## src/rtl/reg_writeback_ctrl.sv

```systemverilog
// Writeback controller: ALU/LSU result FIFOs onto one register-file write port
// with a busy scoreboard. Define WB_RR_ARB_EN for round-robin arbitration.
module reg_writeback_ctrl (
  input  logic        clk,
  input  logic        rst_n,
  input  logic        iss_valid,
  input  logic [4:0]  iss_rd,
  input  logic        alu_valid,
  output logic        alu_ready,
  input  logic [4:0]  alu_rd,
  input  logic [31:0] alu_data,
  input  logic        lsu_valid,
  output logic        lsu_ready,
  input  logic [4:0]  lsu_rd,
  input  logic [31:0] lsu_data,
  output logic [4:0]  w_reg,
  output logic [31:0] w_data,
  output logic        Reg_Write,
  input  logic [4:0]  chk_reg1,
  input  logic [4:0]  chk_reg2,
  output logic        hazard1,
  output logic        hazard2
);

  // Channel index 0 is ALU, 1 is LSU; entries are {rd, data}.
  logic [36:0] mem_q [2][2];
  logic [36:0] mem_d [2][2];
  logic [1:0]  cnt_q [2];
  logic [1:0]  cnt_d [2];
  logic        wp_q  [2];
  logic        wp_d  [2];
  logic        rp_q  [2];
  logic        rp_d  [2];

  logic [31:1] busy_q;
  logic [31:1] busy_d;
  logic        reg_write_q;
  logic        reg_write_d;
  logic [4:0]  w_reg_q;
  logic [4:0]  w_reg_d;
  logic [31:0] w_data_q;
  logic [31:0] w_data_d;
`ifdef WB_RR_ARB_EN
  logic        rr_q;
  logic        rr_d;
`endif

  logic [1:0]  in_valid;
  logic [4:0]  in_rd   [2];
  logic [31:0] in_data [2];
  logic [1:0]  ne;
  logic [1:0]  push;
  logic [1:0]  pop;
  logic [36:0] head;
  logic [31:0] busy_ext;

  assign alu_ready = rst_n & (cnt_q[0] != 2'd2);
  assign lsu_ready = rst_n & (cnt_q[1] != 2'd2);

  assign busy_ext = {busy_q, 1'b0};
  assign hazard1  = busy_ext[chk_reg1];
  assign hazard2  = busy_ext[chk_reg2];

  assign Reg_Write = reg_write_q;
  assign w_reg     = w_reg_q;
  assign w_data    = w_data_q;

  always_comb begin
    in_valid   = {lsu_valid, alu_valid};
    in_rd[0]   = alu_rd;
    in_rd[1]   = lsu_rd;
    in_data[0] = alu_data;
    in_data[1] = lsu_data;
    for (int c = 0; c < 2; c++) begin
      ne[c]   = cnt_q[c] != 2'd0;
      push[c] = in_valid[c] && (cnt_q[c] != 2'd2)
                && (in_rd[c] != 5'd0);
    end

    pop = 2'b00;
`ifdef WB_RR_ARB_EN
    rr_d = rr_q;
`endif
    unique case (1'b1)
      ne[0] && ne[1]: begin
`ifdef WB_RR_ARB_EN
        pop  = rr_q ? 2'b01 : 2'b10;
        rr_d = ~rr_q;
`else
        pop  = 2'b10;
`endif
      end
      default: pop = ne;
    endcase

    head = pop[1] ? mem_q[1][rp_q[1]] : mem_q[0][rp_q[0]];

    mem_d = mem_q;
    for (int c = 0; c < 2; c++) begin
      cnt_d[c] = cnt_q[c] + {1'b0, push[c]} - {1'b0, pop[c]};
      wp_d[c]  = wp_q[c] ^ push[c];
      rp_d[c]  = rp_q[c] ^ pop[c];
      if (push[c])
        mem_d[c][wp_q[c]] = {in_rd[c], in_data[c]};
    end

    reg_write_d = |pop;
    w_reg_d     = w_reg_q;
    w_data_d    = w_data_q;
    if (|pop) begin
      w_reg_d  = head[36:32];
      w_data_d = head[31:0];
    end

    // A new issue to the same register outranks the clearing pop.
    for (int i = 1; i < 32; i++) begin
      busy_d[i] = (busy_q[i] & ~(|pop && head[36:32] == 5'(i)))
                | (iss_valid && iss_rd == 5'(i));
    end
  end

  always_ff @(posedge clk) begin
    if (!rst_n) begin
      mem_q       <= '{default: '0};
      cnt_q       <= '{default: '0};
      wp_q        <= '{default: '0};
      rp_q        <= '{default: '0};
      busy_q      <= '0;
      reg_write_q <= 1'b0;
      w_reg_q     <= '0;
      w_data_q    <= '0;
`ifdef WB_RR_ARB_EN
      rr_q        <= 1'b0;
`endif
    end else begin
      mem_q       <= mem_d;
      cnt_q       <= cnt_d;
      wp_q        <= wp_d;
      rp_q        <= rp_d;
      busy_q      <= busy_d;
      reg_write_q <= reg_write_d;
      w_reg_q     <= w_reg_d;
      w_data_q    <= w_data_d;
`ifdef WB_RR_ARB_EN
      rr_q        <= rr_d;
`endif
    end
  end

endmodule

```

## config.mk

```make
export PLATFORM = sky130hd
export DESIGN_NAME = reg_writeback_ctrl
export DESIGN_NICKNAME = d
export VERILOG_FILES = /design/src/rtl/reg_writeback_ctrl.sv
export SDC_FILE = /design/constraint.sdc
export NUM_CORES = 1
export LEC_CHECK = 0
export ABC_AREA = 0
export ABC_CLOCK_PERIOD_IN_PS = 3370
export CAP_MARGIN = 20
export CORE_MARGIN = 5
export CORE_UTILIZATION = 30
export CTS_CLUSTER_DIAMETER = 30
export DETAILED_ROUTE_END_ITERATION = 8
export PLACE_DENSITY = 0.57
export SYNTH_ARGS = -nofsm -noshare
export SYNTH_HDL_FRONTEND = slang
export SYNTH_SLANG_ARGS = --single-unit
export TNS_END_PERCENT = 100
```

## constraint.sdc

```tcl
create_clock -name clk -period 3.37 [get_ports clk]
set_input_delay 1.011 -clock clk [delete_from_list [all_inputs] [get_ports clk]]
set_output_delay 1.011 -clock clk [all_outputs]
set_load 0.03 [all_outputs]
```

==> results of run 1 <==
## logic make-up (layout without fill, tap and decap cells)
logic type      Yosys count  count (layout)  share of synthesized area (%)
simple gates            302             302                           16.3
mux                     253             253                           24.9
flops                   225             225                           41.3
compound gates          152             152                           12.8
buf+inv                  76             284                           3.74
fa+ha+maj                 6               6                          0.688
xor+xnor                  4               4                          0.321
other cells               0               2                              0
## metal layers
layer | track usage [%] | vias up | share of wire (%)
met3 | 4.41 | 67 | 5.7
met5 | 0 | - | 0.20
met2 | 25.2 | 193 | 48
li1 | - | 4044 | -
met1 | 18.7 | 3967 | 44
met4 | 4.84 | 10 | 2.3
## final cells by class
cell class / count / area [um2]
inverters: 5 / 18.8
flip-flops and latches: 225 / 4510
clock inverters: 33 / 482
diodes: 2 / 5.00
well taps: 461 / 577
fillers: 3491 / 20700
repair buffers: 166 / 1680
clock buffers: 80 / 1700
multi-input cells: 717 / 6040
## how the worst max path moves through the flow
| stage | slack [ns] | cells past startpoint | from | end |
|---|---|---|---|---|
| after floorplan | 0.006 | 5 | chk_reg1[2] | hazard1 |
| after global placement | -0.94 | 8 | chk_reg2[1] | hazard2 |
| after detailed placement | -0.98 | 7 | chk_reg2[1] | hazard2 |
| after CTS | -0.09 | 7 | chk_reg2[1] | hazard2 |
| after global routing | -0.02 | 6 | chk_reg2[1] | hazard2 |
| final | 0.04 | 6 | chk_reg2[1] | hazard2 |
## layout by cell type, fill, tap and decap left out, types with 11 or more instances in the layout
cell type and count:
sky130_fd_sc_hd__buf_4 25, sky130_fd_sc_hd__a21boi_0 32, sky130_fd_sc_hd__clkinv_2 15, sky130_fd_sc_hd__nand3_1 24
sky130_fd_sc_hd__o22a_1 30, sky130_fd_sc_hd__dfxtp_1 223, sky130_fd_sc_hd__mux2i_1 233, sky130_fd_sc_hd__nand2_1 53
sky130_fd_sc_hd__bufinv_16 11, sky130_fd_sc_hd__nor2b_1 151, sky130_fd_sc_hd__clkdlybuf4s50_1 122, sky130_fd_sc_hd__nor2_1 13
sky130_fd_sc_hd__a32o_1 28, sky130_fd_sc_hd__mux4_2 14, sky130_fd_sc_hd__o211ai_1 29, sky130_fd_sc_hd__nand3b_1 13
sky130_fd_sc_hd__clkbuf_16 61
## where the power goes
group | internal (mW) | leakage, nW | switching, mW
logic | 0.936 | 2.39 | 1.19
clock network | 4.34 | 1.07 | 1.70
registers | 2.92 | 1.84 | 0.221
## worst register-to-register path, stage by stage, from the launching register on
cell	delay, ns
sky130_fd_sc_hd__dfxtp_4	0.58
sky130_fd_sc_hd__mux2_2	0.49
sky130_fd_sc_hd__a2111oi_4	0.49
sky130_fd_sc_hd__o211ai_1	0.20
sky130_fd_sc_hd__a32o_1	0.29
## what timing repair did
| item | CTS | global route |
|---|---|---|
| hold buffers | 0 | 0 |
| buffers inserted | 5 | 0 |
| endpoints found under the setup margin | 2 | 2 |
| pin swaps | 2 | 2 |
| gates resized for setup | 41 | 7 |
## metrics by stage
stage | setup slack [ns] | power [mW]
global route | -0.0176 | 11.8
CTS | -0.0881 | 11.5
detailed placement | -0.983 | 5.34
floorplan | 0.00561 | 4.59
global placement | -0.944 | 5.31
finish | 0.0442 | 11.3
==> run summary, run 1 <==
The register with the most flip-flops in the layout has 148 of them. After the first detailed-routing iteration, the DRC count stood at 332. The cell type contributing the most total cell area after synthesis was sky130_fd_sc_hd__dfxtp_1. Cells fill 42.0% of the core in the end. The maximum clock insertion buffer count is 3.

136 I/O pins were placed. For the static leakage, the log shows 5.30 nW. The actual transition at the worst max-transition pin was 0.832 ns. The initial utilization of the core area, before any placement, comes to 30.5%.

The startpoint identified for the worst register-to-register timing path is rp_q[1]. The cell count of the worst hold path was 2; the final number of max-transition violations was 0. The net count of the finished layout is 1,276. CTS saw 225 sinks. Dividing the detail-routed wire length by the instance count gives 18.6 um. Using the TritonRoute via totals, the vias-per-cell ratio works out to 4.90. Number of H-tree branching levels: 2. Critical path buffer and inverter count: 2. The height of the die came out at 201 um. By instance count, the leading cell after synthesis is sky130_fd_sc_hd__mux2i_1. The number of hold-slack violations in the final timing report was 0; the fraction of the cycle the final worst path needs was 98.7%. The number of cells on the worst reg-to-reg path is 4. After synthesis, the netlist uses 56 different library cells. The number of global-route vias before repair was 8,674. The number of nets handed over by synthesis was 1,118. Setup violations remaining at the end of the flow were counted as 0.

After the flow finishes, the layout carries non-filler instances totaling 1,689. Sorting the synthesized cells by how often they occur yields 233 x sky130_fd_sc_hd__mux2i_1, 225 x sky130_fd_sc_hd__dfxtp_1, 151 x sky130_fd_sc_hd__nor2b_1, 53 x sky130_fd_sc_hd__nand2_1, 35 x sky130_fd_sc_hd__clkbuf_1. First-pass GRT wire length: 49.3 mm. In this run the core area contains 69 standard-cell rows. Broken down by cell family, the worst path's largest delay share belongs to multiplexers. Max-cap violations in this run came to 0. The die is 201 um wide. At the worst endpoint, the required time is 2.36 ns. Summing every instance area after synthesis gives 10,900 um2. Detailed placement finished with a half-perimeter wire length of 21.3 mm. Register bank with the most flops: mem_q. In the synthesized netlist the dominant register cell turns out to be sky130_fd_sc_hd__dfxtp_1. The tools report the floorplan core area as 35,700 um2.

The signed area change from the synthesized netlist to the final layout was 37.6%; the instance area after placement was 12,800 um2. Power density over cell area: 753 nW/um2. In the final layout, the share of cells above drive strength 1 is 16.3%.

The run gives 1,571 as the instance count after placement with tap cells included. TritonCTS built the clock tree. The flow ran to the end, and the final reports show no timing, DRC or antenna violations.

The smallest clock period supported by the final layout is computed as 3.33 ns. Headroom to the max-slew limit came out at 42.9%. The tools report the end of the worst register-to-register path as busy_q[12]. The part of the Yosys area used for sequential elements was 41.3%; the maximum fanout encountered on the critical timing path was 7. Setup repair after global routing could not meet its margin everywhere. The final route contains 8,281 vias.

The total overflow left after global routing is 0. The final standard cell area without fillers was 15,000 um2; the count of warnings emitted by yosys was 0. Clock latency on the worst-skew pair, taken at its later pin, is 0.57 ns. The type of the worst setup path is in -> out. In this run the register-to-register setup slack is 1.20 ns. In the synthesized netlist the async set-or-reset flop fraction comes to 0%. Category of the worst setup path capture point: an output pin. After routing, the total negative slack on setup checks comes to 0 ns. The number of buffer cells added on primary ports was 135; the number of enable-type register cells in the synthesized netlist was 0. Number of buffers created by CTS: 61. Counting flops and latches in the post-synthesis netlist gives 225. For the clock tree skew after final layout, the log shows 0.0205 ns. A synthesized cell averages 10.7 um2. The critical path goes through buf_12, mux4_2, a22oi_2, o211ai_1, mux2_4, buf_6.

After detailed routing, the number of remaining DRC violations is 0. Hold-critical path endpoint: w_data[28]. The cell count after synthesis came out at 1,018. Wires add up to 31.4 mm. The largest net degree at the start of global routing came out at 127.

The class of the worst hold path is reg -> reg. In this run the clock root is driven by a sky130_fd_sc_hd__clkbuf_16. Before antenna repair, the detailed router went through 5 iterations.

The run gives 15.1% as the combined global-route utilization of all metal layers. The tools report the sort of element at the start of the critical path as an input port. At the end of routability-driven placement, the weighted congestion stood at 0.864. STA puts the critical path data arrival time at 2.31 ns.

Hold timing on the final database bottoms out at a slack of 0.449 ns. The slowest stage of the critical path belongs to the cell sky130_fd_sc_hd__mux4_2. For this run, the slowest stage of the critical path takes 0.51 ns.

For the initial antenna violation count, the log shows 6. The highest attainable clock frequency was 301 MHz. The die covers 40,300 um2.

The detail route stage leaves a number of antenna-violating nets equal to 0. After synthesis, the cell types taking the most area are sky130_fd_sc_hd__dfxtp_1 41%, sky130_fd_sc_hd__mux2i_1 21%, sky130_fd_sc_hd__nor2b_1 8.7%. The clock-pin transition on the worst setup and hold timing paths works out to 0.04 ns.

VDD sags by at most 0.481 mV. In this run the biggest area consumer among cell types represents 41.3% of the synthesized area. The origin of the worst min-delay path was w_data[28].
Power figures use the tool's default switching activity.
==> inputs of run 2 (changes only) <==
--- a/config.mk
+++ b/config.mk
@@ -8,6 +8,7 @@
 export ABC_AREA = 0
 export ABC_CLOCK_PERIOD_IN_PS = 3370
 export CAP_MARGIN = 20
+export CORE_ASPECT_RATIO = 0.8
 export CORE_MARGIN = 5
 export CORE_UTILIZATION = 30
 export CTS_CLUSTER_DIAMETER = 30
==> run 2 against run 1 <==
Compared with the run above:
- sequential share of layout area grew 1.2 points
- first-iteration DRC count increased by 19%
- final area shrank 3.9%
- flip-flop and latch count is the same
- die area barely moved
- sequential power is essentially flat
- clock-buffer cell count decreased by 19
- register-to-register slack got worse by 0.15 ns
- global-route usage decreased by 0.34 points
- largest cell class unchanged
==> run summary, run 2 (synthesis results as in run 1) <==
The floorplan core area was 35,900 um2 (was 35,700 um2); the number of nets still failing antenna checks after routing was 0 (unchanged). The number of buffers added for setup after CTS was 0 (was 5). The worst hold margin is 0.445 ns (was 0.449 ns). The run gives 4 (was 5) as the iteration count of the initial detailed-routing pass.

The tools report the sort of element at the start of the critical path as an input port (unchanged). The run gives 303 MHz (was 301 MHz) as the highest attainable clock frequency. The fraction of the cycle the final worst path needs is 98.0% (was 98.7%), and the number of antenna repair diodes is 0 (was 2). The tools report the proportion of power drawn by the clock network as 45.8% (was 53.4%). The signed area change from the synthesized netlist to the final layout came out at 32.2% (was 37.6%). The run gives 0 (unchanged) as the number of hold-slack violations in the final timing report. The tools report the net switching power figure as 2.91 mW (was 3.11 mW). The number of standard-cell rows in the floorplan is 62 (was 69), and the height of the die is 181 um (was 201 um).

The maximum fanout encountered on the critical timing path is 3 (was 7). For the number of global-route vias before repair, the log shows 8,374 (was 8,674). The die width came out at 223 um (was 201 um). The flow ran to the end, and the final reports show no timing, DRC or antenna violations. The most common cell after layout, fill and taps aside was sky130_fd_sc_hd__mux2i_1 (unchanged).

Root buffer selected by CTS: sky130_fd_sc_hd__clkbuf_16 (unchanged). The logs give 2.36 ns (about the same) for the required time at the endpoint of the critical path and 30.3 mm (was 31.4 mm) for the overall routed net length. The combined global-route utilization of all metal layers was 14.7% (was 15.1%).

The number of DRC markers after the initial detailed-route iteration came out at 394 (was 332). The type of the worst setup path was in -> out (unchanged). The tools report the setup total negative slack as 0 ns (unchanged). The fraction of power spent switching nets works out to 30.0% (was 27.5%).

TritonCTS built the clock tree. The logs give 133 (was 127) for the largest net degree at the start of global routing and 0 (unchanged) for the total of hold buffers inserted after clock tree synthesis. The run gives 6 (unchanged) as the initial antenna violation count.

The logs give 0 (unchanged) for the total overflow reported by the global router and 2 (unchanged) for the number of H-tree branching levels. The share of post-route cells with drive strength above 1 is 14.4% (was 16.3%). Final net count: 1,262 (was 1,276). The sequential group share of total power is 32.4% (was 27.8%).

Setup repair after global routing left no endpoint under its margin. The register bank with the most flops was mem_q (unchanged). The vias per cell works out to 4.85 (was 4.90). For the maximum clock insertion buffer count, the log shows 3 (unchanged).

The first-pass GRT wire length came out at 48.1 mm (was 49.3 mm). The power density over cell area is 672 nW/um2 (was 753 nW/um2), and the data arrival time at the worst-slack endpoint is 2.29 ns (was 2.31 ns). The effective utilization at floorplan came out at 30.4% (was 30.5%).

Leading cell types in the layout, fill and taps excluded: 233 x sky130_fd_sc_hd__mux2i_1, 223 x sky130_fd_sc_hd__dfxtp_1, 151 x sky130_fd_sc_hd__nor2b_1 (unchanged). The sum of net half-perimeters after detailed placement was 20.8 mm (was 21.3 mm); the clock network latency to the later pin of the worst-skew pair was 0.57 ns (about the same). The tools report the static leakage as 4.98 nW (was 5.30 nW). The clock period minus final worst setup slack was 3.30 ns (was 3.33 ns); the floorplan die area was 40,300 um2 (about the same). The logs give 0 (unchanged) for the setup-violating endpoint count in the final report and 0 (unchanged) for the final number of max-transition violations.

Actual transition at the worst max-transition pin: 0.834 ns (was 0.832 ns). The run gives 4.53% (was 4.41%) as the global routing usage on met3. The post-detailed-route wirelength per cell came out at 18.0 um (was 18.6 um).

The flip-flop count of the largest register after layout was 148 (unchanged). The total via count in the routed design was 8,141 (was 8,281); the sink count of the clock tree was 225 (unchanged). The category of the worst setup path capture point is an output pin (unchanged). Clock tree skew after final layout: 0.0471 ns (was 0.0205 ns). For the internal power component, the log shows 6.79 mW (was 8.19 mW).

The busiest layer in global routing was met2 (unchanged). Number of buffer cells added on primary ports: 135 (unchanged). The number of remaining DRC errors came out at 0 (unchanged). Class of the worst hold path: reg -> reg (unchanged). For the met2 layer usage reported by global route, the log shows 23.5% (was 25.2%). The run gives 0.431 mV (was 0.481 mV) as the maximum VDD drop. The global-route track usage on met1 is 19.6% (was 18.7%), and the clock-pin transition on the worst setup and hold timing paths is 0.04 ns (about the same). The worst relative slew slack is 42.8% (was 42.9%), and the total of max-cap violations is 0 (unchanged). The number of buffers created by CTS was 46 (was 61); the I/O pin count was 136 (unchanged). Combinational share of power: 21.8% (was 18.8%). For the global placement routability congestion, the log shows 0.802 (was 0.864).
run 2: changes by cell type in the layout (fill, tap and decap cells not counted), sizes merged:
cell and change:
bufinv -8, inv -2, dlymetal6s2s -1, clkinv -1
diode -2, dlygate4sd2 +1, clkbuf -19, buf +1
run 2: layout make-up:
class | instances | area [um2]
clock buffers | 61 | 1290
clock inverters | 22 | 268
fillers | 3486 | 21500
inverters | 5 | 18.8
multi-input cells | 717 | 6040
flip-flops and latches | 225 | 4510
well taps | 480 | 601
repair buffers | 167 | 1700
run 2: routing by layer:
layer	vias up	part of all wire, %	wire (um)
met1	3884	46	13900
met4	12	1.7	517
met3	60	6.1	1840
met2	177	46	14000
li1	4008	-	-
met5	-	0.26	79
run 2: what timing repair did:
item | in CTS | in global routing
endpoints found under the setup margin | 2 | 2
pin swaps | 2 | 2
gates resized for setup | 29 | 11
run 2: through the flow:
step,area [um2],worst slack [ns],total power [mW],util [%],cells
after detailed placement,12800,-0.510,5.35,35.7,1594
after global routing,14400,0.00178,10.2,40.2,1677
after global placement,12800,-0.527,5.32,35.7,1594
after CTS,14400,-0.0542,9.86,40.1,1677
after floorplan,10900,0.00561,4.59,-,1018
final,14400,0.0674,9.70,40.2,1677
run 2: critical path: stages:
cell and delay, ns:
sky130_fd_sc_hd__buf_2 0.14, sky130_fd_sc_hd__mux4_2 0.50, sky130_fd_sc_hd__mux2i_1 0.15, sky130_fd_sc_hd__mux2i_1 0.09, sky130_fd_sc_hd__mux2_4 0.27, sky130_fd_sc_hd__buf_6 0.14
run 2: final timing paths:
| check | startpoint | endpoint | slack, ns | cells past startpoint |
|---|---|---|---|---|
| setup / recovery | chk_reg1[4] | hazard1 | 0.07 | 6 |
| hold / removal | w_data[29] | w_data[29] | 0.45 | 2 |
| setup reg to reg | rp_q[0] | busy_q[15] | 1.05 | 4 |
| hold reg to reg | w_data[29] | w_data[29] | 0.45 | 2 |
run 2: power groups by stage:
stage               Sequential, mW  Clock (mW)  Combinational (mW)
finish                        3.14        4.44                2.11
global route                  3.18        4.69                2.30
CTS                           3.14        4.55                2.17
detailed placement            3.19           0                2.16
global placement              3.19           0                2.13
floorplan                     3.19           0                1.40
==> inputs of run 3 (changes only) <==
--- a/config.mk
+++ b/config.mk
@@ -14,6 +14,8 @@
 export CTS_CLUSTER_DIAMETER = 30
 export DETAILED_ROUTE_END_ITERATION = 8
 export PLACE_DENSITY = 0.57
+export RECOVER_POWER = 100
+export REMOVE_ABC_BUFFERS = 1
 export SYNTH_ARGS = -nofsm -noshare
 export SYNTH_HDL_FRONTEND = slang
 export SYNTH_SLANG_ARGS = --single-unit
==> run 3 against run 2 <==
Compared with the run above:
- the flow now finishes with violations (capacitance limit, slew limit)
- flip-flop and latch count unchanged
- critical path depth unchanged
- register-to-register slack got worse by 0.55 ns
- first-iteration DRC count shrank 2.3%
- sequential power about the same
- final area up 1.8%
- maximum frequency fell by 1.7%
- critical endpoint is now hazard2
- largest power group unchanged
- highest routed layer unchanged
==> run summary, run 3 (synthesis results as in run 1) <==
Effective utilization at floorplan: 30.4% (unchanged). Signed area change from the synthesized netlist to the final layout: 34.6% (was 32.2%). The maximum fanout encountered on the critical timing path is 8 (was 3). Worst relative slew slack: -0.433% (was 42.8%). The logs give 14.1 mm (was 13.9 mm) for the met1 routed wirelength after detailed routing and 62 (unchanged) for the number of standard-cell rows in the floorplan. The total via count in the routed design came out at 8,251 (was 8,141). The final reports fail on capacitance limit, slew limit.

The vias per cell is 4.88 (was 4.85), and the global placement routability congestion is 0.902 (was 0.802). The data arrival time at the worst-slack endpoint is 2.35 ns (was 2.29 ns). For the sink count of the clock tree, the log shows 225 (unchanged). The maximum clock insertion buffer count is 3 (unchanged).

The run gives 31 (was 0) as the final number of max-transition violations. Clock-pin transition on the worst setup and hold timing paths: 0.05 ns (was 0.04 ns). The share of post-route cells with drive strength above 1 is 14.4% (about the same). Start of the worst register-to-register path: cnt_q[1] (was rp_q[0]).

The tools report the start point of the critical path as chk_reg2[1] (was chk_reg1[4]). Instance count after placement with tap cells included: 1,594 (unchanged). The tools report the final net count as 1,268 (was 1,262). The logs give 1.84 mm (about the same) for the wire length on met3 and 0 (unchanged) for the setup-violating endpoint count in the final report. The overall routed net length is 30.4 mm (was 30.3 mm).

Sort of element at the start of the critical path: an input port (unchanged). For the number of nets still failing antenna checks after routing, the log shows 0 (unchanged). The tools report the iteration count of the initial detailed-routing pass as 5 (was 4).

Setup slack of the worst register-to-register path: 0.50 ns (was 1.05 ns). The post-detailed-route wirelength per cell was 18.0 um (about the same); the highest attainable clock frequency was 298 MHz (was 303 MHz). The type of the worst setup path was in -> out (unchanged).

The height of the die is 181 um (unchanged), and the setup total negative slack is 0 ns (unchanged). The number of buffer cells added on primary ports works out to 135 (unchanged). The initial antenna violation count is 4 (was 6), and the clock network latency to the later pin of the worst-skew pair is 0.57 ns (about the same). TritonCTS built the clock tree. Largest net degree at the start of global routing: 139 (was 133). The most common cell after layout, fill and taps aside was sky130_fd_sc_hd__mux2i_1 (unchanged).

The tools report the root buffer selected by CTS as sky130_fd_sc_hd__clkbuf_16 (unchanged). The category of the worst setup path capture point is an output pin (unchanged). Register bank with the most flops: mem_q (unchanged). The fraction of the cycle the final worst path needs was 99.7% (was 98.0%).

Number of remaining DRC errors: 0 (unchanged). The number of H-tree branching levels came out at 2 (unchanged). The maximum VDD drop came out at 0.349 mV (was 0.431 mV). The first-pass GRT wire length came out at 48.2 mm (was 48.1 mm). The actual transition at the worst max-transition pin works out to 1.50 ns (was 0.834 ns).

Depth of the worst register-to-register path: 5 (was 4). The required time at the endpoint of the critical path is 2.36 ns (about the same), and the utilization of the core after routing is 40.9% (was 40.2%). The run gives 0 (unchanged) as the total of hold buffers inserted after clock tree synthesis. Setup repair after global routing could not meet its margin everywhere. The uppermost signal routing layer after detailed routing is met5 (unchanged). For the I/O pin count, the log shows 136 (unchanged). The die width works out to 223 um (unchanged).

The flip-flop count of the largest register after layout was 148 (unchanged). The floorplan die area is 40,300 um2 (unchanged). For the number of global-route vias before repair, the log shows 8,494 (was 8,374). The number of buffers created by CTS is 54 (was 46).

The number of buffers added for setup after CTS is 0 (unchanged), and the clock tree skew after final layout is 0.0349 ns (was 0.0471 ns). The clock period minus final worst setup slack is 3.36 ns (was 3.30 ns). Leading cell types in the layout, fill and taps excluded: 232 x sky130_fd_sc_hd__mux2i_1, 223 x sky130_fd_sc_hd__dfxtp_1, 151 x sky130_fd_sc_hd__nor2b_1 (was 233 x sky130_fd_sc_hd__mux2i_1, 223 x sky130_fd_sc_hd__dfxtp_1, 151 x sky130_fd_sc_hd__nor2b_1).

The run finished, with violations left. For the total of max-cap violations, the log shows 1 (was 0). The power density over cell area is 730 nW/um2 (was 672 nW/um2).

The tools report the number of hold-slack violations in the final timing report as 0 (unchanged). The endpoint of the worst setup timing path was hazard2 (was hazard1). End of the worst register-to-register path: w_data[12] (was busy_q[15]). Class of the worst hold path: reg -> reg (unchanged). The logs give 35,900 um2 (unchanged) for the floorplan core area and 0.449 ns (was 0.445 ns) for the worst hold margin.

The logs give 20.5 mm (was 20.8 mm) for the sum of net half-perimeters after detailed placement and 13.8 mm (was 14.0 mm) for the routed length on met2. The static leakage came out at 5.23 nW (was 4.98 nW). The count of non-filler cells in the finished layout came out at 1,691 (was 1,677). The total overflow reported by the global router was 0 (unchanged). The combined global-route utilization of all metal layers is 14.6% (was 14.7%), and the number of DRC markers after the initial detailed-route iteration is 385 (was 394).
## run 3: cell types whose count changed in the layout (fill, tap and decap cells not counted), moves of 7 or more
cell | previous run | this run
sky130_fd_sc_hd__clkbuf_1 | 8 | 16
sky130_fd_sc_hd__buf_4 | 25 | 14
sky130_fd_sc_hd__dlygate4sd3_1 | 0 | 40
sky130_fd_sc_hd__clkbuf_16 | 47 | 54
sky130_fd_sc_hd__bufinv_16 | 3 | 11
sky130_fd_sc_hd__clkdlybuf4s50_1 | 122 | 82
## run 3: worst min-delay path by stage
stage | startpoint | endpoint | cells past startpoint
2_1_floorplan | mem_q[21] | mem_q[21] | 2
6_report | w_data[24] | w_data[24] | 2
4_1_cts | w_data[30] | w_data[30] | 2
3_3_place_gp | w_data[28] | w_data[28] | 2
5_1_grt | w_data[23] | w_data[23] | 2
3_5_place_dp | w_data[30] | w_data[30] | 2
## run 3: report_power, final
part | internal (mW) | leakage [nW] | switching (mW)
Clock | 3.93 | 0.953 | 1.60
Combinational | 0.877 | 2.45 | 1.18
Sequential | 2.92 | 1.84 | 0.215
## run 3: timing repair
action,CTS,global route
pin swaps,2,1
resized for setup,41,11
gates cloned,0,0
setup endpoints to repair,2,2
## run 3: final cells by class
type | count | area (um2)
antenna | 1 | 2.50
clock buffer | 69 | 1490
clock inverter | 29 | 487
fill | 3432 | 21200
inverter | 5 | 18.8
multi-input combinational | 717 | 6030
sequential | 225 | 4510
tap | 480 | 601
timing repair buffer | 165 | 1550
## run 3: metrics by stage
step | setup WS, ns | power [mW] | cell area (um2)
floorplan | -0.0240 | 4.51 | 10500
global placement | -0.962 | 5.31 | 12800
detailed placement | -0.965 | 5.34 | 12800
CTS | -0.0541 | 10.9 | 14800
global route | -0.0182 | 11.2 | 14700
finish | 0.00884 | 10.7 | 14700
## run 3: worst max-delay path, stage by stage
cell	delay, ns
sky130_fd_sc_hd__buf_12	0.11
sky130_fd_sc_hd__mux4_2	0.50
sky130_fd_sc_hd__mux2i_1	0.20
sky130_fd_sc_hd__mux2i_2	0.11
sky130_fd_sc_hd__mux2_4	0.28
sky130_fd_sc_hd__buf_6	0.14
## run 3: per-layer routing
| layer | up-vias | track usage [%] |
|---|---|---|
| li1 | 4020 | - |
| met2 | 209 | 23.4 |
| met5 | - | 0 |
| met4 | 8 | 4.26 |
| met3 | 71 | 4.15 |
| met1 | 3943 | 19.3 |
